<file path="config.mk">
export PLATFORM = sky130hd
export DESIGN_NAME = mem_axi_bridge
export DESIGN_NICKNAME = d
export VERILOG_FILES = /design/src/rtl/mem_axi_bridge_pkg.sv /design/src/rtl/mem_axi_bridge_lane.sv /design/src/rtl/mem_axi_bridge.sv
export SDC_FILE = /design/constraint.sdc
export NUM_CORES = 1
export LEC_CHECK = 0
export ABC_AREA = 1
export CORE_MARGIN = 2
export CORE_UTILIZATION = 30
export CTS_BUF_LIST = sky130_fd_sc_hd__clkbuf_16
export DETAILED_ROUTE_END_ITERATION = 16
export SLEW_MARGIN = 20
export SYNTH_ARGS = -nofsm -noshare
export SYNTH_HDL_FRONTEND = slang
export SYNTH_HIERARCHICAL = 1
export SYNTH_SLANG_ARGS = --single-unit
</file>
<file path="constraint.sdc">
create_clock -name clk -period 1.5 [get_ports clk]
set_input_delay 0.45 -clock clk [delete_from_list [all_inputs] [get_ports clk]]
set_output_delay 0.45 -clock clk [all_outputs]
set_load 0.02 [all_outputs]
</file>
<file path="src/rtl/mem_axi_bridge_pkg.sv">
// mem_axi_bridge_pkg
// Shared definitions for the memory-stage to AXI4-Lite bridge: bus widths,
// FSM state encoding, access size codes, AXI response codes and the
// alignment rule that decides whether a request may go out on AXI at all.
package mem_axi_bridge_pkg;

    localparam int ADDR_W = 32;
    localparam int DATA_W = 64;
    localparam int STRB_W = DATA_W / 8;

    typedef enum logic [2:0] {
        ST_IDLE  = 3'd0,
        ST_WRITE = 3'd1,
        ST_WRESP = 3'd2,
        ST_READ  = 3'd3,
        ST_RDATA = 3'd4,
        ST_DONE  = 3'd5
    } state_e;

    localparam logic [1:0] SIZE_BYTE  = 2'b00;
    localparam logic [1:0] SIZE_HALF  = 2'b01;
    localparam logic [1:0] SIZE_WORD  = 2'b10;
    localparam logic [1:0] SIZE_DWORD = 2'b11;

    localparam logic [1:0] RESP_OKAY   = 2'b00;
    localparam logic [1:0] RESP_SLVERR = 2'b10;
    localparam logic [1:0] RESP_DECERR = 2'b11;

    // A request is aligned when it does not straddle its natural boundary
    // inside the 8-byte data beat.
    function automatic logic is_aligned(input logic [1:0] size, input logic [2:0] off);
        logic ok;
        case (size)
            SIZE_BYTE: ok = 1'b1;
            SIZE_HALF: ok = (off[0] == 1'b0);
            SIZE_WORD: ok = (off[1:0] == 2'b00);
            default:   ok = (off == 3'b000);
        endcase
        return ok;
    endfunction

endpackage

</file>
<file path="src/rtl/mem_axi_bridge_lane.sv">
// mem_axi_lane
// Purely combinational byte-lane logic for the bridge.
//   Write side: w_off/w_size/w_data -> w_strb (byte strobes) and w_lanes
//               (store data moved onto its byte lanes).
//   Read side:  r_off/r_size/r_data -> r_value (beat shifted down to bit 0
//               and zero-extended from the access size).
module mem_axi_lane
    import mem_axi_bridge_pkg::*;
(
    input  logic [2:0]        w_off,
    input  logic [1:0]        w_size,
    input  logic [DATA_W-1:0] w_data,
    output logic [STRB_W-1:0] w_strb,
    output logic [DATA_W-1:0] w_lanes,
    input  logic [2:0]        r_off,
    input  logic [1:0]        r_size,
    input  logic [DATA_W-1:0] r_data,
    output logic [DATA_W-1:0] r_value
);

    logic [DATA_W-1:0] r_shifted;

    always_comb begin
        w_strb = 8'hFF;
        case (w_size)
            SIZE_BYTE: w_strb = 8'h01 << w_off;
            SIZE_HALF: w_strb = 8'h03 << w_off;
            SIZE_WORD: w_strb = 8'h0F << w_off;
            default:   w_strb = 8'hFF;
        endcase
        w_lanes = w_data << {w_off, 3'b000};
    end

    always_comb begin
        r_shifted = r_data >> {r_off, 3'b000};
        r_value   = r_shifted;
        case (r_size)
            SIZE_BYTE: r_value = {56'd0, r_shifted[7:0]};
            SIZE_HALF: r_value = {48'd0, r_shifted[15:0]};
            SIZE_WORD: r_value = {32'd0, r_shifted[31:0]};
            default:   r_value = r_shifted;
        endcase
    end

endmodule

</file>
<file path="src/rtl/mem_axi_bridge.sv">
// mem_axi_bridge
// Turns one memory-stage request (read or write, byte..dword) into a single
// AXI4-Lite transaction and returns a one-cycle ready_o pulse with the
// response and, for reads, the zero-extended load data.
//   clk, rst (async, active-low)
//   mem_axi_bridge_valid/req/addr/size/data_write_i : request in
//   mem_axi_bridge_ready/data_read/resp_o           : completion out
//   mem_axi_bridge_aw*/w*/b*/ar*/r*                 : AXI4-Lite master
//   dbg_state_o                                     : current FSM state
// Handshake rule on every AXI channel: a transfer happens on a rising edge
// where valid and ready are both high; a valid, once raised, is held until
// that edge. All valid/ready outputs come straight from flops.
module mem_axi_bridge
    import mem_axi_bridge_pkg::*;
(
    input  logic              clk,
    input  logic              rst,
    input  logic              mem_axi_bridge_valid_i,
    input  logic              mem_axi_bridge_req_i,
    input  logic [ADDR_W-1:0] mem_axi_bridge_addr_i,
    input  logic [1:0]        mem_axi_bridge_size_i,
    input  logic [DATA_W-1:0] mem_axi_bridge_data_write_i,
    output logic              mem_axi_bridge_ready_o,
    output logic [DATA_W-1:0] mem_axi_bridge_data_read_o,
    output logic [1:0]        mem_axi_bridge_resp_o,
    output logic              mem_axi_bridge_awvalid_o,
    input  logic              mem_axi_bridge_awready_i,
    output logic [31:0]       mem_axi_bridge_awaddr_o,
    output logic              mem_axi_bridge_wvalid_o,
    input  logic              mem_axi_bridge_wready_i,
    output logic [DATA_W-1:0] mem_axi_bridge_wdata_o,
    output logic [STRB_W-1:0] mem_axi_bridge_wstrb_o,
    input  logic              mem_axi_bridge_bvalid_i,
    output logic              mem_axi_bridge_bready_o,
    input  logic [1:0]        mem_axi_bridge_bresp_i,
    output logic              mem_axi_bridge_arvalid_o,
    input  logic              mem_axi_bridge_arready_i,
    output logic [31:0]       mem_axi_bridge_araddr_o,
    input  logic              mem_axi_bridge_rvalid_i,
    output logic              mem_axi_bridge_rready_o,
    input  logic [DATA_W-1:0] mem_axi_bridge_rdata_i,
    input  logic [1:0]        mem_axi_bridge_rresp_i,
    output logic [2:0]        dbg_state_o
);

    state_e            state_q, state_d;
    logic [ADDR_W-1:0] addr_q, addr_d;
    logic [1:0]        size_q, size_d;
    logic [DATA_W-1:0] wdata_q, wdata_d;
    logic [STRB_W-1:0] wstrb_q, wstrb_d;
    logic [DATA_W-1:0] rdata_q, rdata_d;
    logic [1:0]        resp_q, resp_d;
    logic              awvalid_q, awvalid_d;
    logic              wvalid_q, wvalid_d;
    logic              bready_q, bready_d;
    logic              arvalid_q, arvalid_d;
    logic              rready_q, rready_d;
    logic              ready_q, ready_d;

    logic [STRB_W-1:0] lane_strb;
    logic [DATA_W-1:0] lane_wdata;
    logic [DATA_W-1:0] lane_rvalue;
    logic              aw_done, w_done;

    // Write lanes are computed from the live request so they can be latched
    // in IDLE; read extraction uses the latched offset and size.
    mem_axi_lane u_lane (
        .w_off   (mem_axi_bridge_addr_i[2:0]),
        .w_size  (mem_axi_bridge_size_i),
        .w_data  (mem_axi_bridge_data_write_i),
        .w_strb  (lane_strb),
        .w_lanes (lane_wdata),
        .r_off   (addr_q[2:0]),
        .r_size  (size_q),
        .r_data  (mem_axi_bridge_rdata_i),
        .r_value (lane_rvalue)
    );

    // A channel counts as done once its valid has dropped or is being
    // accepted this cycle; AW and W may finish in either order.
    assign aw_done = !awvalid_q || mem_axi_bridge_awready_i;
    assign w_done  = !wvalid_q  || mem_axi_bridge_wready_i;

    always_comb begin
        state_d   = state_q;
        addr_d    = addr_q;
        size_d    = size_q;
        wdata_d   = wdata_q;
        wstrb_d   = wstrb_q;
        rdata_d   = rdata_q;
        resp_d    = resp_q;
        awvalid_d = 1'b0;
        wvalid_d  = 1'b0;
        bready_d  = 1'b0;
        arvalid_d = 1'b0;
        rready_d  = 1'b0;
        ready_d   = 1'b0;
        case (state_q)
            ST_IDLE: begin
                if (mem_axi_bridge_valid_i) begin
                    addr_d  = mem_axi_bridge_addr_i;
                    size_d  = mem_axi_bridge_size_i;
                    wdata_d = lane_wdata;
                    wstrb_d = lane_strb;
                    if (!is_aligned(mem_axi_bridge_size_i, mem_axi_bridge_addr_i[2:0])) begin
                        resp_d  = RESP_SLVERR;
                        ready_d = 1'b1;
                        state_d = ST_DONE;
                    end else if (mem_axi_bridge_req_i) begin
                        awvalid_d = 1'b1;
                        wvalid_d  = 1'b1;
                        state_d   = ST_WRITE;
                    end else begin
                        arvalid_d = 1'b1;
                        state_d   = ST_READ;
                    end
                end
            end
            ST_WRITE: begin
                awvalid_d = awvalid_q && !mem_axi_bridge_awready_i;
                wvalid_d  = wvalid_q  && !mem_axi_bridge_wready_i;
                if (aw_done && w_done) begin
                    bready_d = 1'b1;
                    state_d  = ST_WRESP;
                end
            end
            ST_WRESP: begin
                if (mem_axi_bridge_bvalid_i) begin
                    resp_d  = mem_axi_bridge_bresp_i;
                    ready_d = 1'b1;
                    state_d = ST_DONE;
                end else begin
                    bready_d = 1'b1;
                end
            end
            ST_READ: begin
                if (mem_axi_bridge_arready_i) begin
                    rready_d = 1'b1;
                    state_d  = ST_RDATA;
                end else begin
                    arvalid_d = 1'b1;
                end
            end
            ST_RDATA: begin
                if (mem_axi_bridge_rvalid_i) begin
                    rdata_d = lane_rvalue;
                    resp_d  = mem_axi_bridge_rresp_i;
                    ready_d = 1'b1;
                    state_d = ST_DONE;
                end else begin
                    rready_d = 1'b1;
                end
            end
            ST_DONE:  state_d = ST_IDLE;
            default:  state_d = ST_IDLE;
        endcase
    end

    always_ff @(posedge clk or negedge rst) begin
        if (!rst) begin
            state_q   <= ST_IDLE;
            addr_q    <= '0;
            size_q    <= '0;
            wdata_q   <= '0;
            wstrb_q   <= '0;
            rdata_q   <= '0;
            resp_q    <= '0;
            awvalid_q <= 1'b0;
            wvalid_q  <= 1'b0;
            bready_q  <= 1'b0;
            arvalid_q <= 1'b0;
            rready_q  <= 1'b0;
            ready_q   <= 1'b0;
        end else begin
            state_q   <= state_d;
            addr_q    <= addr_d;
            size_q    <= size_d;
            wdata_q   <= wdata_d;
            wstrb_q   <= wstrb_d;
            rdata_q   <= rdata_d;
            resp_q    <= resp_d;
            awvalid_q <= awvalid_d;
            wvalid_q  <= wvalid_d;
            bready_q  <= bready_d;
            arvalid_q <= arvalid_d;
            rready_q  <= rready_d;
            ready_q   <= ready_d;
        end
    end

    assign mem_axi_bridge_ready_o     = ready_q;
    assign mem_axi_bridge_data_read_o = rdata_q;
    assign mem_axi_bridge_resp_o      = resp_q;
    assign mem_axi_bridge_awvalid_o   = awvalid_q;
    assign mem_axi_bridge_awaddr_o    = addr_q[31:0];
    assign mem_axi_bridge_wvalid_o    = wvalid_q;
    assign mem_axi_bridge_wdata_o     = wdata_q;
    assign mem_axi_bridge_wstrb_o     = wstrb_q;
    assign mem_axi_bridge_bready_o    = bready_q;
    assign mem_axi_bridge_arvalid_o   = arvalid_q;
    assign mem_axi_bridge_araddr_o    = addr_q[31:0];
    assign mem_axi_bridge_rready_o    = rready_q;
    assign dbg_state_o                = state_q;

endmodule

</file>
==> results.cfg <==
[routing]
vias = 13711
firstDrtPassIters = 5
ant_nets = 0
drc = 0
drt-total-wl_um = 54350
via_per_inst = 4.966
avgRoutedWirePerCell_um = 19.68
drt_iter0_drc = 751

[global_routing]
grt_max_degree = 65
grt_usage_pct = 24.63
grt_pass1_vias = 13120
grt_pass1_wl_um = 74840
gr-total-overflow = 0
grt_antenna_before_repair = 4

[worst_setup_path]
reg2reg_slack_ns = -0.10
crit_buf_inv = 2
crit_required_ns = 1.05
crit_path_end_kind = primary output
worstPathArrival_ns = 1.25
cp_max_fo = 5
startpoint_type = register
path_cells = buf_12 > buf_6
critPathTopFamily = flip-flops
crit_type = reg2out
slowest_stage = dfrtp_2
slowest_delay_ns = 0.50

[place]
gp_congestion = 0.8993
place_hpwl_um = 37120
dp.cells = 2660
portBuffers = 385

[clock_tree]
clock-root-buffer = clkbuf_16
insertion_delay_ns = 0.47
clockBufferDepth = 2
cts_tree = yes
h-tree-depth = 4
cts_made_buffers = 17
cts_sinks = 181
cts.clk_slew.worst_paths_ns = 0.08

[synthesis]
synthDominantCellAreaShare_pct = 39.28
synthArstFlopShare_pct = 100.0
synth_edf_count = 0
yosys-top-cells-area = dfrtp_1 39%, nand2_1 23%, o21ai_0 10%
yosysMostFrequentCell = nand2_1
yosysTopAreaCell = dfrtp_1
seq_area_frac_synth_pct = 39.28
synth-seq-cells = 181
ys_top_cells_by_count = 706 x nand2_1, 230 x o21ai_0, 181 x dfrtp_1
syn-instance-count = 1753
netlist_area_um2 = 11530
avgSynthCellArea_um2 = 6.578
synth_flop_cell = dfrtp_1
syn_nets = 1931
ys_types = 31
ys_warn_count = 6

[sta]
max_slew_margin_pct = 65.85
finalCriticalPeriod_ns = 1.697
setup_ws_ns = -0.1967
fmax_ghz = 0.5894
fin_skew_ns = 0.01299
finalCritPeriodShare_pct = 113.1
whs_ns = 0.4581
finalSetupViolations = 106
worst_slew_pin_slew_ns = 0.5089
maxSlewViolCount = 0
rsz0062_at_grt = true
finalHoldViolCount = 0

[outcome]
violations = setup timing
status = finished, violations left

[job]
drv_cap = 0

[cells_and_area]
drive_gt1_share_pct = 32.00
stdcell_count = 2761
nNetsFinal = 2409
area_growth_pct = 62.70

[min_path]
min_path_type = in2async

[pwr]
power.density_nw_per_um2 = 1938
p_leak_nw = 9.785
max-vdd-ir-drop_mv = 1.004
p_total_w = 0.03636

[floorplan]
die_y_um = 200.1
die_x_um = 200.1
coreArea_um2 = 37760
dieArea_um2 = 40020
initial_core_util_pct = 30.54
ioPinCount = 386
num_rows = 71
==> cell families (layout without fill, tap and decap cells) <==
| family | count (synthesis) | in the layout | synth area share (%) |
|---|---|---|---|
| AO/OA/AOI/OAI | 296 | 296 | 13.70 |
| flip-flops | 181 | 181 | 39.28 |
| buffers and inverters | 298 | 789 | 12.55 |
| AND/OR/NAND/NOR | 975 | 975 | 34.14 |
| other | 0 | 6 | 0 |
| adder cells (fa/ha/maj) | 3 | 3 | 0.3256 |
==> where the power goes <==
group	internal [W]	switching, W	total, W
Sequential	0.00694	0.00160	0.00854
Combinational	0.00942	0.0136	0.0230
Clock	0.00241	0.00243	0.00483
Total	0.0188	0.0176	0.0364
==> through the flow <==
stage	util, %	TNS, ns	worst slack [ns]	cell area [um2]
2_1_floorplan	-	0	0.008453	11530
3_5_place_dp	44.31	-53.06	-0.6639	16730
3_3_place_gp	44.31	-50.53	-0.6049	16730
5_1_grt	49.65	-18.49	-0.2238	18750
4_1_cts	45.41	-2.493	-0.1338	17150
6_report	49.69	-3.183	-0.1967	18760
==> worst register-to-register path: cells and delay by family (launching register included) <==
| family | cells | cell delay, ns |
|---|---|---|
| compound gates | 1 | 0.09 |
| buf+inv | 3 | 0.48 |
| flops | 1 | 0.40 |
| simple gates | 4 | 0.52 |
==> cell usage in the layout, fill, tap and decap left out, types with 5 or more instances in the layout <==
cell type / Yosys / routed
diode_2: 0 / 6
inv_1: 143 / 140
nor2_4: 2 / 5
buf_16: 0 / 6
nor2_1: 90 / 78
buf_2: 41 / 149
a21oi_1: 24 / 6
nand2_4: 1 / 37
nand3_1: 150 / 131
a21oi_2: 0 / 16
nand2_1: 706 / 560
buf_4: 39 / 144
buf_6: 16 / 64
o21ai_1: 2 / 83
clkdlybuf4s50_1: 0 / 170
dfrtp_1: 181 / 171
clkbuf_16: 0 / 37
o21ai_2: 0 / 20
or2_2: 6 / 6
o211ai_1: 36 / 36
dfrtp_2: 0 / 10
nand3_2: 2 / 18
o21ai_0: 230 / 129
nor2_2: 2 / 11
inv_2: 6 / 5
buf_8: 0 / 10
buf_12: 0 / 41
and2_1: 7 / 7
inv_6: 0 / 7
nand2_2: 2 / 112
==> area by class of cell <==
type	instances	area, um2
fill	3813	18990
multi-input combinational	1274	6442
timing repair buffer	608	5934
sequential	181	4542
tap	511	639.4
inverter	149	584.3
clock buffer	17	425.4
clock inverter	15	177.7
antenna	6	15.01
==> timing repair <==
| action | 4_1_cts | 5_1_grt |
|---|---|---|
| setup endpoints to repair | 260 | 270 |
| hold endpoints to repair | 19 | 0 |
| pin swaps | 40 | 30 |
| setup buffers | 11 | 20 |
| hold buffers | 1 | 0 |
| cloned | 4 | 27 |
| resized for setup | 1002 | 294 |
==> registers in the layout, indices dropped and copies added, names as in the netlist, 2 cells and up <==
name / cells
mem_axi_bridge_data_read_o: 64
mem_axi_bridge_wdata_o: 64
mem_axi_bridge_araddr_o: 32
mem_axi_bridge_wstrb_o: 8
dbg_state_o: 3
mem_axi_bridge_resp_o: 2
size_q: 2
==> final timing paths <==
path / cells after the start / end / from
max: 2 / mem_axi_bridge_araddr_o[0] / mem_axi_bridge_araddr_o[0]$_DFFE_PN0P_
min: 2 / mem_axi_bridge_data_read_o[2]$_DFFE_PN0P_ / rst
max reg2reg: 8 / size_q[1]$_DFFE_PN0P_ / dbg_state_o[2]$_DFFE_PN0P_
min reg2reg: 2 / mem_axi_bridge_data_read_o[54]$_DFFE_PN0P_ / mem_axi_bridge_data_read_o[54]$_DFFE_PN0P_
max in group asynchronous: 3 / mem_axi_bridge_wdata_o[33]$_DFFE_PN0P_ / rst
min in group clk: 2 / mem_axi_bridge_data_read_o[54]$_DFFE_PN0P_ / mem_axi_bridge_data_read_o[54]$_DFFE_PN0P_
==> layer usage <==
| layer | GRT usage (%) | vias up | wire length [um] |
|---|---|---|---|
| met1 | 30.21 | 6627 | 21620 |
| met3 | 5.578 | 95 | 4151 |
| met5 | 0 | - | 20 |
| met4 | 8.861 | 4 | 1774 |
| li1 | - | 6518 | - |
| met2 | 42.36 | 467 | 26780 |
(Power assumes the default switching activity.)
